`src/rtl/pipe_stage_ctrl_pkg.sv`:
```
// Shared types for the RV32I pipeline sequencing controller.
// Holds the I-side and D-side handshake state encodings and the word/register types.
package pipe_stage_ctrl_pkg;

    typedef logic [31:0] rv32i_word;
    typedef logic [4:0]  rv32i_reg;

    // Fetch side: either waiting on the I-cache or holding an already fetched word.
    typedef enum logic {
        I_REQ  = 1'b0,
        I_HOLD = 1'b1
    } pipe_istate_t;

    // Memory side: idle, waiting on the D-cache, or access finished while the pipe is stalled.
    typedef enum logic [1:0] {
        D_IDLE = 2'd0,
        D_BUSY = 2'd1,
        D_DONE = 2'd2
    } pipe_dstate_t;

endpackage

```
`src/rtl/pipe_stage_ctrl_hazard.sv`:
```
// Load-use hazard compare: the EX-stage load writes a register the ID-stage instruction reads.
// Purely combinational so a forwarding unit can reuse it.
module pipe_hazard_detect #(
    parameter int REG_W = 5
) (
    input  logic             ex_mem_read,
    input  logic [REG_W-1:0] ex_rd,
    input  logic [REG_W-1:0] id_rs1,
    input  logic [REG_W-1:0] id_rs2,
    output logic             hazard
);

    // x0 is never a real destination, so it can never create a dependency.
    always_comb begin
        hazard = ex_mem_read && (ex_rd != '0) && ((ex_rd == id_rs1) || (ex_rd == id_rs2));
    end

endmodule

```
`src/rtl/pipe_stage_ctrl.sv`:
```
// Sequencing controller for the 5-stage RV32I pipeline: stage load enables,
// flush/bubble controls, I-cache/D-cache handshakes and a one-entry fetch buffer.
// Optional macro PIPE_STALL_PERF_EN adds four 32-bit stall/hazard/flush counters.
module pipe_stage_ctrl
    import pipe_stage_ctrl_pkg::*;
#(
    parameter int XLEN  = 32,
    parameter int REG_W = 5
) (
    input  logic             clk,
    input  logic             rst,
    input  logic             icache_resp,
    input  logic [XLEN-1:0]  icache_rdata,
    output logic             icache_read,
    output logic [XLEN-1:0]  if_instr,
    input  logic             dcache_resp,
    input  logic             mem_read,
    input  logic             mem_write,
    output logic             dcache_read,
    output logic             dcache_write,
    input  logic             ex_mem_read,
    input  logic [REG_W-1:0] ex_rd,
    input  logic [REG_W-1:0] id_rs1,
    input  logic [REG_W-1:0] id_rs2,
    input  logic             ex_br_taken,
    output logic             load_pc,
    output logic             load_if_id,
    output logic             load_id_ex,
    output logic             load_ex_mem,
    output logic             load_mem_wb,
    output logic             flush_if_id,
`ifdef PIPE_STALL_PERF_EN
    output logic [31:0]      icache_stall_cnt,
    output logic [31:0]      dcache_stall_cnt,
    output logic [31:0]      hazard_cnt,
    output logic [31:0]      flush_cnt,
`endif
    output logic             flush_id_ex
);

    pipe_istate_t    istate_q, istate_d;
    pipe_dstate_t    dstate_q, dstate_d;
    logic [XLEN-1:0] ibuf_q, ibuf_d;

    logic hazard;
    logic if_ready;
    logic mem_rw;
    logic mem_ready;
    logic advance;

    pipe_hazard_detect #(
        .REG_W (REG_W)
    ) u_hazard (
        .ex_mem_read (ex_mem_read),
        .ex_rd       (ex_rd),
        .id_rs1      (id_rs1),
        .id_rs2      (id_rs2),
        .hazard      (hazard)
    );

    // Both sides must be satisfied before any stage register may move.
    always_comb begin
        if_ready  = ((istate_q == I_REQ) && icache_resp) || (istate_q == I_HOLD);
        mem_rw    = mem_read || mem_write;
        mem_ready = !mem_rw || dcache_resp || (dstate_q == D_DONE);
        advance   = if_ready && mem_ready;
    end

    // Fetch side: park a returned word in ibuf whenever it cannot enter IF/ID this cycle.
    always_comb begin
        istate_d = istate_q;
        ibuf_d   = ibuf_q;
        case (istate_q)
            I_REQ: begin
                // A bubble cycle also parks the word, since IF/ID is frozen.
                if (icache_resp && (!advance || (hazard && !ex_br_taken))) begin
                    istate_d = I_HOLD;
                    ibuf_d   = icache_rdata;
                end
            end
            I_HOLD: begin
                // A taken branch discards the held word; a bubble keeps it.
                if (advance && (ex_br_taken || !hazard)) begin
                    istate_d = I_REQ;
                end
            end
            default: istate_d = I_REQ;
        endcase
    end

    // Memory side: remember a finished access so it is not re-issued while the fetch catches up.
    always_comb begin
        dstate_d = dstate_q;
        if (advance) begin
            dstate_d = D_IDLE;
        end else begin
            case (dstate_q)
                D_IDLE: begin
                    if (dcache_resp)     dstate_d = D_DONE;
                    else if (mem_rw)     dstate_d = D_BUSY;
                end
                D_BUSY: begin
                    if (dcache_resp)     dstate_d = D_DONE;
                end
                D_DONE:                  dstate_d = D_DONE;
                default:                 dstate_d = D_IDLE;
            endcase
        end
    end

    // Outputs: requests and stage controls; everything forced low while reset is asserted.
    always_comb begin
        icache_read  = 1'b0;
        if_instr     = '0;
        dcache_read  = 1'b0;
        dcache_write = 1'b0;
        load_pc      = 1'b0;
        load_if_id   = 1'b0;
        load_id_ex   = 1'b0;
        load_ex_mem  = 1'b0;
        load_mem_wb  = 1'b0;
        flush_if_id  = 1'b0;
        flush_id_ex  = 1'b0;
        if (!rst) begin
            icache_read  = (istate_q == I_REQ);
            if_instr     = (istate_q == I_HOLD) ? ibuf_q : icache_rdata;
            dcache_read  = mem_read  && (dstate_q != D_DONE);
            dcache_write = mem_write && (dstate_q != D_DONE);
            if (advance) begin
                load_id_ex  = 1'b1;
                load_ex_mem = 1'b1;
                load_mem_wb = 1'b1;
                if (ex_br_taken) begin
                    // Wrong-path instructions in IF/ID and ID/EX are squashed.
                    load_pc     = 1'b1;
                    load_if_id  = 1'b1;
                    flush_if_id = 1'b1;
                    flush_id_ex = 1'b1;
                end else if (hazard) begin
                    // Freeze PC and IF/ID, insert one bubble into ID/EX.
                    flush_id_ex = 1'b1;
                end else begin
                    load_pc     = 1'b1;
                    load_if_id  = 1'b1;
                end
            end
        end
    end

    // State registers.
    always_ff @(posedge clk or posedge rst) begin
        if (rst) begin
            istate_q <= I_REQ;
            dstate_q <= D_IDLE;
            ibuf_q   <= '0;
        end else begin
            istate_q <= istate_d;
            dstate_q <= dstate_d;
            ibuf_q   <= ibuf_d;
        end
    end

`ifdef PIPE_STALL_PERF_EN
    // Event order: I-stall, D-stall, bubble, flush.
    logic [3:0]  perf_evt;
    logic [31:0] perf_cnt_q [4];
    logic [31:0] perf_cnt_d [4];

    // Classify each cycle into the counted events.
    always_comb begin
        perf_evt[0] = !if_ready;
        perf_evt[1] = !mem_ready;
        perf_evt[2] = advance && hazard && !ex_br_taken;
        perf_evt[3] = advance && ex_br_taken;
    end

    for (genvar gi = 0; gi < 4; gi++) begin : g_perf
        assign perf_cnt_d[gi] = perf_cnt_q[gi] + {31'd0, perf_evt[gi]};
    end

    // Free-running counters, wrap naturally at 2^32.
    always_ff @(posedge clk or posedge rst) begin
        if (rst) begin
            for (int i = 0; i < 4; i++) perf_cnt_q[i] <= '0;
        end else begin
            for (int i = 0; i < 4; i++) perf_cnt_q[i] <= perf_cnt_d[i];
        end
    end

    assign icache_stall_cnt = perf_cnt_q[0];
    assign dcache_stall_cnt = perf_cnt_q[1];
    assign hazard_cnt       = perf_cnt_q[2];
    assign flush_cnt        = perf_cnt_q[3];
`endif

endmodule
```
`config.mk`:
```
export PLATFORM = sky130hd
export DESIGN_NAME = pipe_stage_ctrl
export DESIGN_NICKNAME = d
export VERILOG_FILES = /design/src/rtl/pipe_stage_ctrl_pkg.sv /design/src/rtl/pipe_stage_ctrl_hazard.sv /design/src/rtl/pipe_stage_ctrl.sv
export SDC_FILE = /design/constraint.sdc
export NUM_CORES = 1
export LEC_CHECK = 0
export ABC_CLOCK_PERIOD_IN_PS = 3200
export CORE_ASPECT_RATIO = 1.2
export CORE_MARGIN = 4
export CORE_UTILIZATION = 25
export DETAILED_ROUTE_END_ITERATION = 10
export PLACE_DENSITY = 0.6
export SLEW_MARGIN = 10
export SYNTH_ARGS = -nofsm -noshare
export SYNTH_HDL_FRONTEND = slang
export SYNTH_HIERARCHICAL = 1
export SYNTH_SLANG_ARGS = --single-unit
```
`constraint.sdc`:
```
create_clock -name clk -period 3.2 [get_ports clk]
set_clock_uncertainty 0.1 [all_clocks]
set_input_delay 0.32 -clock clk [delete_from_list [all_inputs] [get_ports clk]]
set_output_delay 0.32 -clock clk [all_outputs]
set_load 0.005 [all_outputs]
```
==> results.sh <==
export IMPL_status="complete, no violations"
export IMPL_mostFrequentLayoutCell="clkdlybuf4s50_1"
export IMPL_die_area_um2=10500
export IMPL_cts_sink_count=35
export IMPL_postSynthCellCount=195
export IMPL_overflow=0
export IMPL_final_area_um2=3400
export IMPL_placed_area_um2=3300
export IMPL_ir_drop_mv=0.206
export IMPL_r2r_slack_ps=1040
export IMPL_first_global_vias=1853
export IMPL_multi_input_area_um2=1260
export IMPL_hold_slack_ps=410
export IMPL_pwr_density_cell_nw_per_um2=644
export IMPL_synth_top_family_by_area="multiplexers"
export IMPL_hold_path_class="flip-flop to flip-flop"
export IMPL_path_class="input pin to output pin"
export IMPL_die_h_um=112
export IMPL_syn_cell_area_um2=2240
export IMPL_setup_violations=0
export IMPL_cts_setup_buffers=0
export IMPL_worst_slew_pin_slew_ps=603
export IMPL_required_ps=2780
export IMPL_rsz0062_at_grt="false"
export IMPL_path_clk_slew_ps=70
export IMPL_clock_latency_ps=280
export IMPL_fin_crit_ps=2970
export IMPL_cts_max_level=2
export IMPL_arrival_ps=2550
export IMPL_start_kind="input pin"
export IMPL_antenna_found_initial=0
export IMPL_drtIter0Drc=33
export IMPL_nets=349
export IMPL_first_pass_iters=4
export IMPL_dp_hpwl_mm=4.17
export IMPL_syn_avg_cell_area_um2=11.5
export IMPL_grt_first_pass_wirelength_mm=8.90
export IMPL_synth_seq_cells=35
export IMPL_synthSimpleGateAreaFrac_pct=11.6
export IMPL_crit_path_max_incr_delay_ps=560
export IMPL_crit_top_cell="clkdlybuf4s50_1"
export IMPL_cts_tree="done"
export IMPL_place_congestion=0.763
export IMPL_fmax_mhz=336
export IMPL_wire_per_inst_um=13.5
export IMPL_layout_common_cells="clkdlybuf4s50_1, nor2_1, dfrtp_1, mux2i_1, mux2_4"
export IMPL_num_fill_cells=881
export IMPL_synth_fp_nets=254
export IMPL_portBuffers=96
export IMPL_rows=37
export IMPL_place_ws_ps=230
export IMPL_holdBufCountCts=0
export IMPL_total_power_mw=2.19
export IMPL_clock_path_buffers=2
export IMPL_fin_tns_setup_ps=0
export IMPL_drive_gt1_share_pct=17.2
export IMPL_drc=0
export IMPL_seqCellArea_um2=877
export IMPL_grt_usage_pct=10.5
export IMPL_worstPathCellList="clkdlybuf4s50_1 > or4_1 > o21ai_1 > a21oi_1 > and2b_2 > nor3_1 > clkdlybuf4s50_1"
export IMPL_finalHoldViolCount=0
export IMPL_finalWorstSetupSlack_ps=227
export IMPL_antenna_cells=0
export IMPL_cp_end_kind="output pin"
export IMPL_fin_crit_sh_pct=92.9
export IMPL_syn2layout_area_growth_pct=51.9
export IMPL_drv_slew=0
export IMPL_cap_violations=0
export IMPL_postRouteAntennaNets=0
export IMPL_maxSlewHeadroom_pct=59.8
export IMPL_cts_buffers=5
export IMPL_synth_xor_area_share_pct=3.91
export IMPL_crit_slowest_cell="clkdlybuf4s50_1"
export IMPL_start_util_pct=25.9
export IMPL_clock_root_buffer="clkbuf_8"
export IMPL_via_per_inst=4.23
export IMPL_die_width_um=94.4
export IMPL_drt_wl_total_mm=5.51
export IMPL_power_leakage_nw=1.44
export IMPL_cts_resized=0
export IMPL_grt_max_degree=21
export IMPL_core_um2=8660
export IMPL_synth_compound_area_share_pct=3.02
export IMPL_crit_fanout=3
export IMPL_synth_adder_area_share_pct=2.23
export IMPL_yosysWarnings=6
export IMPL_ioPinCount=97
export IMPL_synthMuxAreaShare_pct=35.4
export IMPL_seq_area_frac_synth_pct=39.1
export IMPL_routed_via_count=1723
export IMPL_yosys_cell_types_count=29
## synthesized netlist by cell type
cell type,number,share of area (%)
nor3b_1,2,0.67
a21oi_1,3,0.67
xor2_1,6,2.3
a211oi_2,1,0.56
mux2_2,2,1.0
o21a_1,3,1.0
nor2_1,39,6.5
buf_2,3,0.67
and2b_2,1,0.39
xnor2_1,4,1.6
o21ai_0,1,0.22
mux2_4,30,20
buf_4,4,1.3
nor3b_4,1,0.84
nor2_4,1,0.50
a21o_1,1,0.34
inv_1,3,0.50
nand3_1,2,0.45
dfrtp_1,35,39
mux2i_1,32,14
nand2_1,1,0.17
or2_1,1,0.28
clkbuf_1,4,0.67
ha_1,4,2.2
nor3_1,5,1.1
and2_2,1,0.34
or4_1,1,0.34
buf_6,3,1.5
o21ai_1,1,0.22
## layout make-up
| class | count | share of cell area (%) |
|---|---|---|
| Clock inverter | 1 | 0.883 |
| Inverter | 3 | 0.331 |
| Clock buffer | 6 | 2.13 |
| Sequential cell | 35 | 25.8 |
| Tap cell | 117 | 4.30 |
| Timing Repair Buffer | 102 | 29.6 |
| Multi-Input combinational cell | 143 | 37.0 |
## per-layer routing
layer | GRT usage, % | vias to the layer above | part of all wire [%]
met1 | 13.1 | 807 | 42
met2 | 17.4 | 64 | 49
met4 | 3.37 | 0 | 0.76
met3 | 3.04 | 2 | 7.4
met5 | 0 | - | 0
li1 | - | 850 | -
## metrics by stage
step | util, % | std cells
2_1_floorplan | - | 195
3_3_place_gp | 38.1 | 400
3_5_place_dp | 38.1 | 400
4_1_cts | 39.3 | 407
5_1_grt | 39.3 | 407
6_report | 39.3 | 407
## registers in the layout, summed over array words and instances (netlist names)
register  cells
dstate_q      2
ibuf_q       32
istate_q      1
## logic make-up (layout without fill, tap and decap cells)
family	count (synthesis)	count (layout)
multiplexers	64	64
buffers and inverters	17	112
AND/OR/NAND/NOR	55	55
flip-flops	35	35
XOR/XNOR	10	10
adder cells (fa/ha/maj)	4	4
AO/OA/AOI/OAI	10	10
## worst max-delay path: cells and delay by family
family | cells | cell delay (ps)
compound gates | 2 | 190
buf+inv | 2 | 1030
simple gates | 3 | 1010
## worst paths after layout
| kind | to | startpoint | depth (start not counted) |
|---|---|---|---|
| setup / recovery | load_pc | ex_rd[1] | 7 |
| hold / removal | ibuf_q[22]$_DFFE_PP0P_ | ibuf_q[22]$_DFFE_PP0P_ | 1 |
| setup reg to reg | ibuf_q[0]$_DFFE_PP0P_ | dstate_q[0]$_DFFE_PP0P_ | 7 |
| hold reg to reg | ibuf_q[22]$_DFFE_PP0P_ | ibuf_q[22]$_DFFE_PP0P_ | 1 |
| max in group asynchronous | istate_q$_DFF_PP0_ | rst | 4 |
| min in group asynchronous | ibuf_q[8]$_DFFE_PP0P_ | rst | 3 |
## power by group
group	switching, mW	internal, mW	total, mW
registers	0.150	0.661	0.811
logic	0.327	0.672	0.999
clock network	0.152	0.228	0.380
total	0.629	1.56	2.19
No activity file was read; power rests on OpenSTA's default activity.
